[src/rtl/hazard_unit.sv]
// rtl/hazard_unit.sv - five-stage RISC-V hazard controller: forwarding, stalls, flushes
// and the write-back control shadow pipeline with stall/flush event counters.
module hazard_unit #(
    parameter int CNT_W = 32
) (
    input  logic             clk,
    input  logic             reset,
    input  logic [4:0]       Rs1D,
    input  logic [4:0]       Rs2D,
    input  logic             RegWriteD,
    input  logic [1:0]       ResultSrcD,
    input  logic [4:0]       RSD1_E,
    input  logic [4:0]       RSD2_E,
    input  logic [4:0]       RdE,
    input  logic [4:0]       RdM,
    input  logic [4:0]       RdW,
    input  logic             PCSrcE,
    output logic [1:0]       ForwardAE,
    output logic [1:0]       ForwardBE,
    output logic             StallF,
    output logic             StallD,
    output logic             FlushD,
    output logic             FlushE,
    output logic             RegWriteW,
    output logic [1:0]       ResultSrcW,
    output logic [CNT_W-1:0] StallCnt,
    output logic [CNT_W-1:0] FlushCnt
);

    logic       RegWriteE;
    logic       RegWriteM;
    logic [1:0] ResultSrcE;
    logic [1:0] ResultSrcM;
    logic       lw_stall;

    function automatic logic [1:0] fwd_sel(
        input logic [4:0] rs,
        input logic [4:0] rd_m,
        input logic       rw_m,
        input logic [4:0] rd_w,
        input logic       rw_w
    );
        if (rs != 5'd0 && rs == rd_m && rw_m)
            return 2'b10;
        else if (rs != 5'd0 && rs == rd_w && rw_w)
            return 2'b01;
        else
            return 2'b00;
    endfunction

    assign lw_stall = (ResultSrcE == 2'b01) && RegWriteE && (RdE != 5'd0) &&
                      ((Rs1D == RdE) || (Rs2D == RdE));

    // Reset forces a clean pipeline: everything flushed, nothing stalled or forwarded.
    always_comb begin
        StallF    = 1'b0;
        StallD    = 1'b0;
        FlushD    = 1'b1;
        FlushE    = 1'b1;
        ForwardAE = 2'b00;
        ForwardBE = 2'b00;
        if (!reset) begin
            StallF    = lw_stall && !PCSrcE;
            StallD    = lw_stall && !PCSrcE;
            FlushD    = PCSrcE;
            FlushE    = lw_stall || PCSrcE;
            ForwardAE = fwd_sel(RSD1_E, RdM, RegWriteM, RdW, RegWriteW);
            ForwardBE = fwd_sel(RSD2_E, RdM, RegWriteM, RdW, RegWriteW);
        end
    end

    always_ff @(posedge clk) begin
        if (reset) begin
            RegWriteE  <= 1'b0;
            ResultSrcE <= 2'b00;
            RegWriteM  <= 1'b0;
            ResultSrcM <= 2'b00;
            RegWriteW  <= 1'b0;
            ResultSrcW <= 2'b00;
            StallCnt   <= '0;
            FlushCnt   <= '0;
        end else begin
            RegWriteE  <= FlushE ? 1'b0 : RegWriteD;
            ResultSrcE <= FlushE ? 2'b00 : ResultSrcD;
            RegWriteM  <= RegWriteE;
            ResultSrcM <= ResultSrcE;
            RegWriteW  <= RegWriteM;
            ResultSrcW <= ResultSrcM;
            StallCnt   <= StallCnt + {{(CNT_W-1){1'b0}}, StallF};
            FlushCnt   <= FlushCnt + {{(CNT_W-1){1'b0}}, PCSrcE};
        end
    end

endmodule

[config.mk]
export PLATFORM = sky130hd
export DESIGN_NAME = hazard_unit
export DESIGN_NICKNAME = d
export VERILOG_FILES = /design/src/rtl/hazard_unit.sv
export SDC_FILE = /design/constraint.sdc
export NUM_CORES = 1
export LEC_CHECK = 0
export ABC_AREA = 1
export ABC_CLOCK_PERIOD_IN_PS = 2900
export CELL_PAD_IN_SITES_DETAIL_PLACEMENT = 1
export CELL_PAD_IN_SITES_GLOBAL_PLACEMENT = 1
export CORE_MARGIN = 5
export CORE_UTILIZATION = 34
export CTS_BUF_LIST = sky130_fd_sc_hd__clkbuf_2
export DETAILED_ROUTE_END_ITERATION = 16
export GPL_TIMING_DRIVEN = 0
export PLACE_DENSITY = 0.8
export SLEW_MARGIN = 20
export SYNTH_ARGS = -nofsm -noshare
export SYNTH_HDL_FRONTEND = slang
export SYNTH_SLANG_ARGS = --single-unit
[constraint.sdc]
create_clock -name clk -period 2.9 [get_ports clk]
set_clock_uncertainty 0.15 [all_clocks]
set_input_delay 0.29 -clock clk [delete_from_list [all_inputs] [get_ports clk]]
set_output_delay 0.29 -clock clk [all_outputs]
set_load 0.02 [all_outputs]
Yosys cells after proc, flatten, opt, wreduce, memory -nomap -nowiden:

Cells that the tools add are included.

* memory bits (writable): 0
* register bits after elaboration: 73
* memory bits (read-only): 0
* input port bits: 41
* latch bits: 0
* memories kept: 0
* output and inout port bits: 75

* reductions and logical operators: 19
* muxes and demuxes: 9
* divide/modulo/power cells: 0
* multiply operators: 0
* bitwise logic cells: 0
* shifts and indexed selects: 0
* add/subtract/negate cells: 2
* order comparisons: 0
* eq/ne operators: 7

Operator list (number)
* adder 32 x 1 -> 32 bit: 2
* equality test 5 bit: 6
* nonzero test 5 bit: 3
* logical AND 1 bit: 12
* two-way mux 2 bit: 4
* two-way mux 1 bit: 5
* equality test 2 x 1 -> 1 bit (second input constant): 1
* logical OR 1 bit: 2
* OR reduction 2 bit: 1
* logical NOT 1 bit: 1

Longest topological paths before layout:

Gate-level depths: netlist of run 1.

* depth after elaboration: 7
* mapped depth: 19
* gate-level depth less buffers: 19

Worst setup path before layout of run 1:

OpenSTA, ideal clock, no wires.

* path kind: input -> register
* from: input reset
* to: register StallCnt[22]
* arrival time: 2297 ps
* stages on the path: 15
* setup slack: 339 ps
* buffers on the path: 1
* cell sequence: buf_2 > nor2_1 > inv_1 > nor2_1 > ha_1 > ha_1 > nand2_2 > nor2_4 > nand2_4 > nor2_4 > nand2_2 > nor2_2 > nand2_1 > nand2_1 > nor2_1

* word-level cells in the longest chain between the ends: 2

Ends and longest elaborated chain
* from (decl): line 7 `input logic reset,`
* two-way mux 1 bit
* net StallD: line 21 `output logic StallD,`
* adder 32 x 1 -> 32 bit: line 89 `StallCnt <= StallCnt + {{(CNT_W-1){1'b0}}, StallF};`
* to (signal assigned): line 89
* to (decl): line 26 `output logic [CNT_W-1:0] StallCnt,`

The timed path passes the listed nets, and every way through them passes these cells.
A chain may end at the register's enable or synchronous reset.

Final worst setup path of run 1:

* from: input reset
* to: output ForwardAE[1]

* word-level cells in the longest chain between the ends: 1

Ends and longest elaborated chain
* two-way mux 2 bit: line 62 `if (!reset) begin`
* to (decl): line 18 `output logic [1:0] ForwardAE,`

Every way passes these cells.

==> results of run 1 <==
[worst max-delay path, delay by kind of cell]
kind                   cells  cell delay [ns]
and+or+nand+nor            1             0.31
buffers and inverters      4             1.61
[flip-flops by register name, summed over array words and instances, names as in the netlist]
signal      cells
ResultSrcE      2
RegWriteM       1
ResultSrcM      2
ResultSrcW      2
StallCnt       32
FlushCnt       32
RegWriteW       1
RegWriteE       1
[worst paths after layout]
check,endpoint,start,cells past startpoint
worst max-delay path,ForwardAE[1],reset,5
worst min-delay path,ResultSrcE[1]$_SDFF_PP0_,ResultSrcD[1],3
worst max register to register,StallCnt[22]$_SDFF_PP0_,ResultSrcE[1]$_SDFF_PP0_,16
worst min register to register,ResultSrcW[1]$_SDFF_PP0_,ResultSrcM[1]$_SDFF_PP0_,2
[layer usage]
| layer | up-vias | part of all wire (%) |
|---|---|---|
| met5 | - | 0 |
| met4 | 0 | 2.1 |
| met3 | 22 | 4.9 |
| met2 | 99 | 48 |
| met1 | 2159 | 45 |
| li1 | 2354 | - |
[per-stage QoR]
stage          worst slack [ns]  setup TNS (ns)  instances  hold WS, ns  utilization [%]
4_1_cts                 0.03105               0        972      0.05888            46.81
2_1_floorplan            0.3395               0        673       0.2383                -
3_5_place_dp            -0.3761          -2.583        956       0.2555            46.15
6_report                 0.2367               0        972       0.1011            46.84
3_3_place_gp            -0.2276         -0.9587        956       0.2440            46.15
5_1_grt                0.001757               0        972      0.08905            46.84
[area by class of cell]
cell class	count	area [sq um]	area share (%)
multi-input combinational	509	2422	42.70
sequential	73	1461	25.76
timing repair buffer	115	1151	20.29
inverter	83	311.5	5.492
tap	168	210.2	3.705
clock buffer	12	60.06	1.059
buffer	8	36.28	0.6396
clock inverter	4	20.02	0.3529
[placed cells by master (no fill, tap or decap), drive strengths merged]
| cell type | n |
|---|---|
| a21oi | 42 |
| a2bb2oi | 1 |
| a31oi | 1 |
| and3 | 1 |
| buf | 5 |
| clkbuf | 15 |
| clkdlybuf4s50 | 115 |
| clkinv | 4 |
| dfxtp | 73 |
| ha | 4 |
| inv | 83 |
| nand2 | 205 |
| nand3 | 19 |
| nand3b | 18 |
| nand4 | 6 |
| nor2 | 156 |
| nor3 | 7 |
| nor3b | 1 |
| nor4 | 1 |
| o211ai | 2 |
| o21a | 6 |
| o21ai | 14 |
| o22ai | 2 |
| or2 | 1 |
| xnor2 | 12 |
| xor2 | 10 |
[kinds of logic (layout without fill, tap and decap cells)]
| family | after synthesis | after routing | synth area share, % |
|---|---|---|---|
| buf+inv | 91 | 222 | 8.198 |
| xor+xnor | 22 | 22 | 4.557 |
| flops | 73 | 73 | 34.57 |
| fa+ha+maj | 4 | 4 | 1.184 |
| simple gates | 415 | 415 | 42.79 |
| compound gates | 68 | 68 | 8.701 |
[power breakdown]
| group | total (mW) | internal, mW | switching, mW |
|---|---|---|---|
| Combinational | 0.187 | 0.0910 | 0.0960 |
| Sequential | 1.01 | 1.01 | 0.00359 |
| Clock | 0.487 | 0.118 | 0.369 |
| Total | 1.69 | 1.22 | 0.468 |
==> impl_metrics.yaml, run 1 <==
synth:
  ys_ff_latch: 73
  syn_area_per_cell_sq_um: 6.282
  ys.flop_type: "dfxtp_1"
  synth_most_common_cell: "nand2_1"
  synth.top_cells.by_count: "nand2_1 (197), nor2_1 (137), inv_1 (82)"
  syn-num-nets: 718
  ys_seq_area_share_pct: 34.57
  async_reset_ff_share_pct: 0
  yosys-top-cells-area: "dfxtp_1 (35%), nand2_1 (17%), nor2_1 (12%)"
  ys_warn_count: 0
  synth_edf_count: 0
  synth_top_area_share_pct: 34.57
  yosys.cell_types.count: 34
  yosys.area.top_type: "dfxtp_1"
  synth_area_sq_um: 4228
  netlist_instances: 673
global_route:
  grt_max_degree: 12
  use_met1_pct: 24.31
  first_global_vias: 4833
  grt_overflow: 0
  antenna_found_initial: 0
  grt_pass1_wl_mm: 23.18
  grtUsageMet3_pct: 4.009
  met2_usage_pct: 33.23
  grt_busiest_layer: "met2"
  grtUsageTotal_pct: 19.52
drt:
  routed_via_density: 4.767
  drc_errors: 0
  wirelength_mm: 13.95
  ant_nets: 0
  wire_per_inst_um: 14.35
  dr.pass1.iters: 4
  via_count: 4634
  dr.first_iter.drc_count: 240
final_layout:
  drive_above_1_share_pct: 6.095
  fill_cells: 1653
  num_antenna_cells: 0
  fin_nets: 844
  stdcell_area_sq_um: 5673
  syn2layout_area_growth_pct: 34.18
placement:
  io_buffers: 115
  gp_congestion: 0.8981
  dpl_cell_area_sq_um: 5589
  place_hpwl_mm: 11.67
floorplan:
  start_util_pct: 34.91
  fp.dieH_um: 121.5
  die_x_um: 121.5
  pin_count: 116
  rows: 40
  core_region_area_sq_um: 12110
  die_area_sq_um: 14760
timing:
  period_needed_ns: 2.663
  slew_violations: 0
  finalSetupViolCount: 0
  fmax_mhz: 375.5
  relSlewSlack_pct: 52.61
  period_share_pct: 91.84
  tightest_slew_ns: 0.7109
  final_hold_viol_count: 0
  rsz0062_at_grt: "no"
min_path:
  hp-class: "in -> reg"
power_and_ir_drop:
  leakage_nw: 2.001
  finalPower_mw: 1.689
  peakVddDrop_uv: 152.6
  power.density_nw_per_um2: 297.7
clocking:
  post_cts_buffers: 0
  cts.sinks: 73
  ctsResizeCount: 0
  cts_buffer_depth: 2
  clk_latency_ns: 0.56
  postCtsHoldBufs: 0
  cts_buffers: 9
  htree_levels: 3
  cts_root_buffer: "clkbuf_2"
  clk_pin_slew_worst_paths_ns: 0.19
  cts_tree: "built"
worst_setup_path:
  cp-start-kind: "input pin"
  rrSetupSlack_ns: 0.57
  cp.arrival_ns: 2.22
  path_class: "in -> out"
  slowest_stage: "clkdlybuf4s50_1"
  end_kind: "output pin"
  crit_top_cell: "clkdlybuf4s50_1"
  worst-path-max-fanout: 10
  worstPathCellList: "clkdlybuf4s50_1 > buf_2 > clkbuf_2 > nor3_1 > clkdlybuf4s50_1"
  worstPathRequired_ns: 2.46
  crit_path_max_incr_delay_ns: 0.66
run:
  maxCapViolCount: 0
status:
  outcome: "finished clean"
Note: power is estimated with default switching activity, not from simulation.
==> run 2: changes to the inputs <==
--- a/config.mk
+++ b/config.mk
@@ -15,6 +15,7 @@
 export DETAILED_ROUTE_END_ITERATION = 16
 export GPL_TIMING_DRIVEN = 0
 export PLACE_DENSITY = 0.8
+export SETUP_SLACK_MARGIN = 0.15
 export SLEW_MARGIN = 20
 export SYNTH_ARGS = -nofsm -noshare
 export SYNTH_HDL_FRONTEND = slang
==> constraint.sdc (replaced) <==
create_clock -name clk -period 2.9 [get_ports clk]
set_clock_uncertainty 0.15 [all_clocks]
set_input_delay 0.58 -clock clk [delete_from_list [all_inputs] [get_ports clk]]
set_output_delay 0.58 -clock clk [all_outputs]
set_load 0.02 [all_outputs]
==> impl_metrics.yaml, run 2 (synthesized netlist as in run 1, its figures left out) <==
status:
  outcome: "finished clean"
timing:
  final_hold_viol_count: 0
  layout_setup_ws_ns: 0.2311
  finalSetupViolCount: 0
  fmax_mhz: 374.7
  tightest_slew_ns: 0.8073
  period_needed_ns: 2.669
  slew_violations: 0
  rsz0062_at_grt: "no"
  relSlewSlack_pct: 46.18
  period_share_pct: 92.03
  finalHoldWorstSlack_ns: 0.2545
  finalSetupTns_ns: 0
min_path:
  whs_path_depth: 2
  holdPathEnd: "ResultSrcW[0]$_SDFF_PP0_"
  hp-class: "reg -> reg"
  hold_start: "ResultSrcM[0]$_SDFF_PP0_"
floorplan:
  core_region_area_sq_um: 12110
  start_util_pct: 34.91
  fp.dieH_um: 121.5
  rows: 40
  die_x_um: 121.5
  pin_count: 116
  die_area_sq_um: 14760
worst_setup_path:
  r2r_start: "ResultSrcE[1]$_SDFF_PP0_"
  worst-path-max-fanout: 10
  crit_path_max_incr_delay_ns: 0.47
  r2r_end: "StallCnt[22]$_SDFF_PP0_"
  end_kind: "output pin"
  worstPathRequired_ns: 2.17
  path_class: "in -> out"
  cp.arrival_ns: 1.94
  reg2reg_depth: 16
  cp-start-kind: "input pin"
  slowest_stage: "clkdlybuf4s50_1"
  rrSetupSlack_ns: 0.64
  worstPathCellList: "clkdlybuf4s50_1 > buf_4 > buf_2 > nor3_1 > clkbuf_2"
drt:
  drc_errors: 0
  routed_via_density: 4.838
  wl_met1_mm: 6.545
  via_count: 4703
  wl_met2_mm: 7.083
  wl_met3_um: 580
  wirelength_mm: 14.50
  ant_nets: 0
  wire_per_inst_um: 14.91
  routed.top_layer: "met4"
  dr.pass1.iters: 4
  dr.first_iter.drc_count: 176
placement:
  placed_cells: 956
  io_buffers: 115
  pre_cts_ws_ns: -0.6136
  gp_congestion: 0.8865
  place_hpwl_mm: 11.89
final_layout:
  drive_above_1_share_pct: 7.472
  regArea_sq_um: 1461
  largestRegisters: "FlushCnt: 32 flops, StallCnt: 32 flops"
  multiInputGateArea_sq_um: 2457
  syn2layout_area_growth_pct: 34.89
  fin_nets: 845
  final_cell_mix: "nand2_1 (196), nor2_1 (136), clkdlybuf4s50_1 (99), inv_1 (82), dfxtp_1 (73)"
  layout_commonest_cell: "nand2_1"
  fill_cells: 1651
  stdcell_count: 972
clocking:
  cts_tree: "built"
  clk_latency_ns: 0.56
  cts_buffers: 9
  cts.sinks: 73
  htree_levels: 3
  clk_pin_slew_worst_paths_ns: 0.20
  cts_buffer_depth: 2
  cts_root_buffer: "clkbuf_2"
global_route:
  grt_pass1_wl_mm: 23.83
  grt_max_degree: 12
  grtUsageTotal_pct: 20.30
  antenna_found_initial: 1
  first_global_vias: 4984
  grt_overflow: 0
power_and_ir_drop:
  power.density_nw_per_um2: 308.4
  peakVddDrop_uv: 144.4
  leakage_nw: 2.056
run:
  maxCapViolCount: 0
==> run 2: changes by cell type in the layout (fill, tap and decap cells not counted), moves of 2 or more <==
cell / before / now
dlygate4sd2_1: 0 / 6
clkbuf_2: 13 / 10
dlymetal6s2s_1: 0 / 3
clkdlybuf4s50_1: 115 / 99
buf_4: 1 / 4
buf_2: 1 / 7
ha_1: 4 / 2
==> run 2: critical path, delay by kind of cell <==
family / cells / cell delay [ns]
AND/OR/NAND/NOR: 1 / 0.24
buffers and inverters: 4 / 1.12
==> run 2: metrics by stage <==
step / util, % / area [sq um] / power [mW]
after CTS: 46.86 / 5675 / 1.783
after floorplan: - / 4230 / 1.118
after global placement: 46.17 / 5592 / 1.220
after detailed placement: 46.17 / 5592 / 1.225
after global routing: 47.09 / 5703 / 1.850
final: 47.09 / 5703 / 1.759
==> run 2: report_power, final <==
| part | total, mW | switching [mW] | internal, mW |
|---|---|---|---|
| registers | 1.02 | 0.00379 | 1.01 |
| clock network | 0.558 | 0.375 | 0.183 |
| logic | 0.186 | 0.0979 | 0.0882 |
| total | 1.76 | 0.477 | 1.28 |
==> run 2: timing repair <==
action,4_1_cts,5_1_grt
endpoints found under the setup margin,11,10
pin swaps,1,5
resized for setup,38,10
setup buffers,0,1
hold buffers,0,0
==> run 2: layout make-up <==
cell class                 instances  share of cell area, %
antenna                            1                0.04388
buffer                             8                 0.7021
clock buffer                       9                 0.7898
clock inverter                     5                 0.8556
inverter                          83                  5.463
multi-input combinational        509                  43.09
sequential                        73                  25.63
tap                              168                  3.686
timing repair buffer             116                  19.75
==> run 2: worst max path at each step <==
| stage | slack [ns] | startpoint | to |
|---|---|---|---|
| 2_1_floorplan | 0.18 | reset | StallCnt[22]$_SDFF_PP0_ |
| 3_3_place_gp | -0.54 | reset | ForwardAE[1] |
| 3_5_place_dp | -0.61 | RdE[4] | StallCnt[22]$_SDFF_PP0_ |
| 4_1_cts | 0.07 | reset | ForwardAE[1] |
| 5_1_grt | 0.15 | Rs1D[3] | StallF |
| 6_report | 0.23 | reset | ForwardAE[1] |
==> run 2: routing by layer <==
layer | track usage (%) | up-vias
met1 | 24.56 | 2231
met4 | 8.683 | 0
met3 | 4.103 | 19
met5 | 0 | -
li1 | - | 2357
met2 | 34.89 | 96
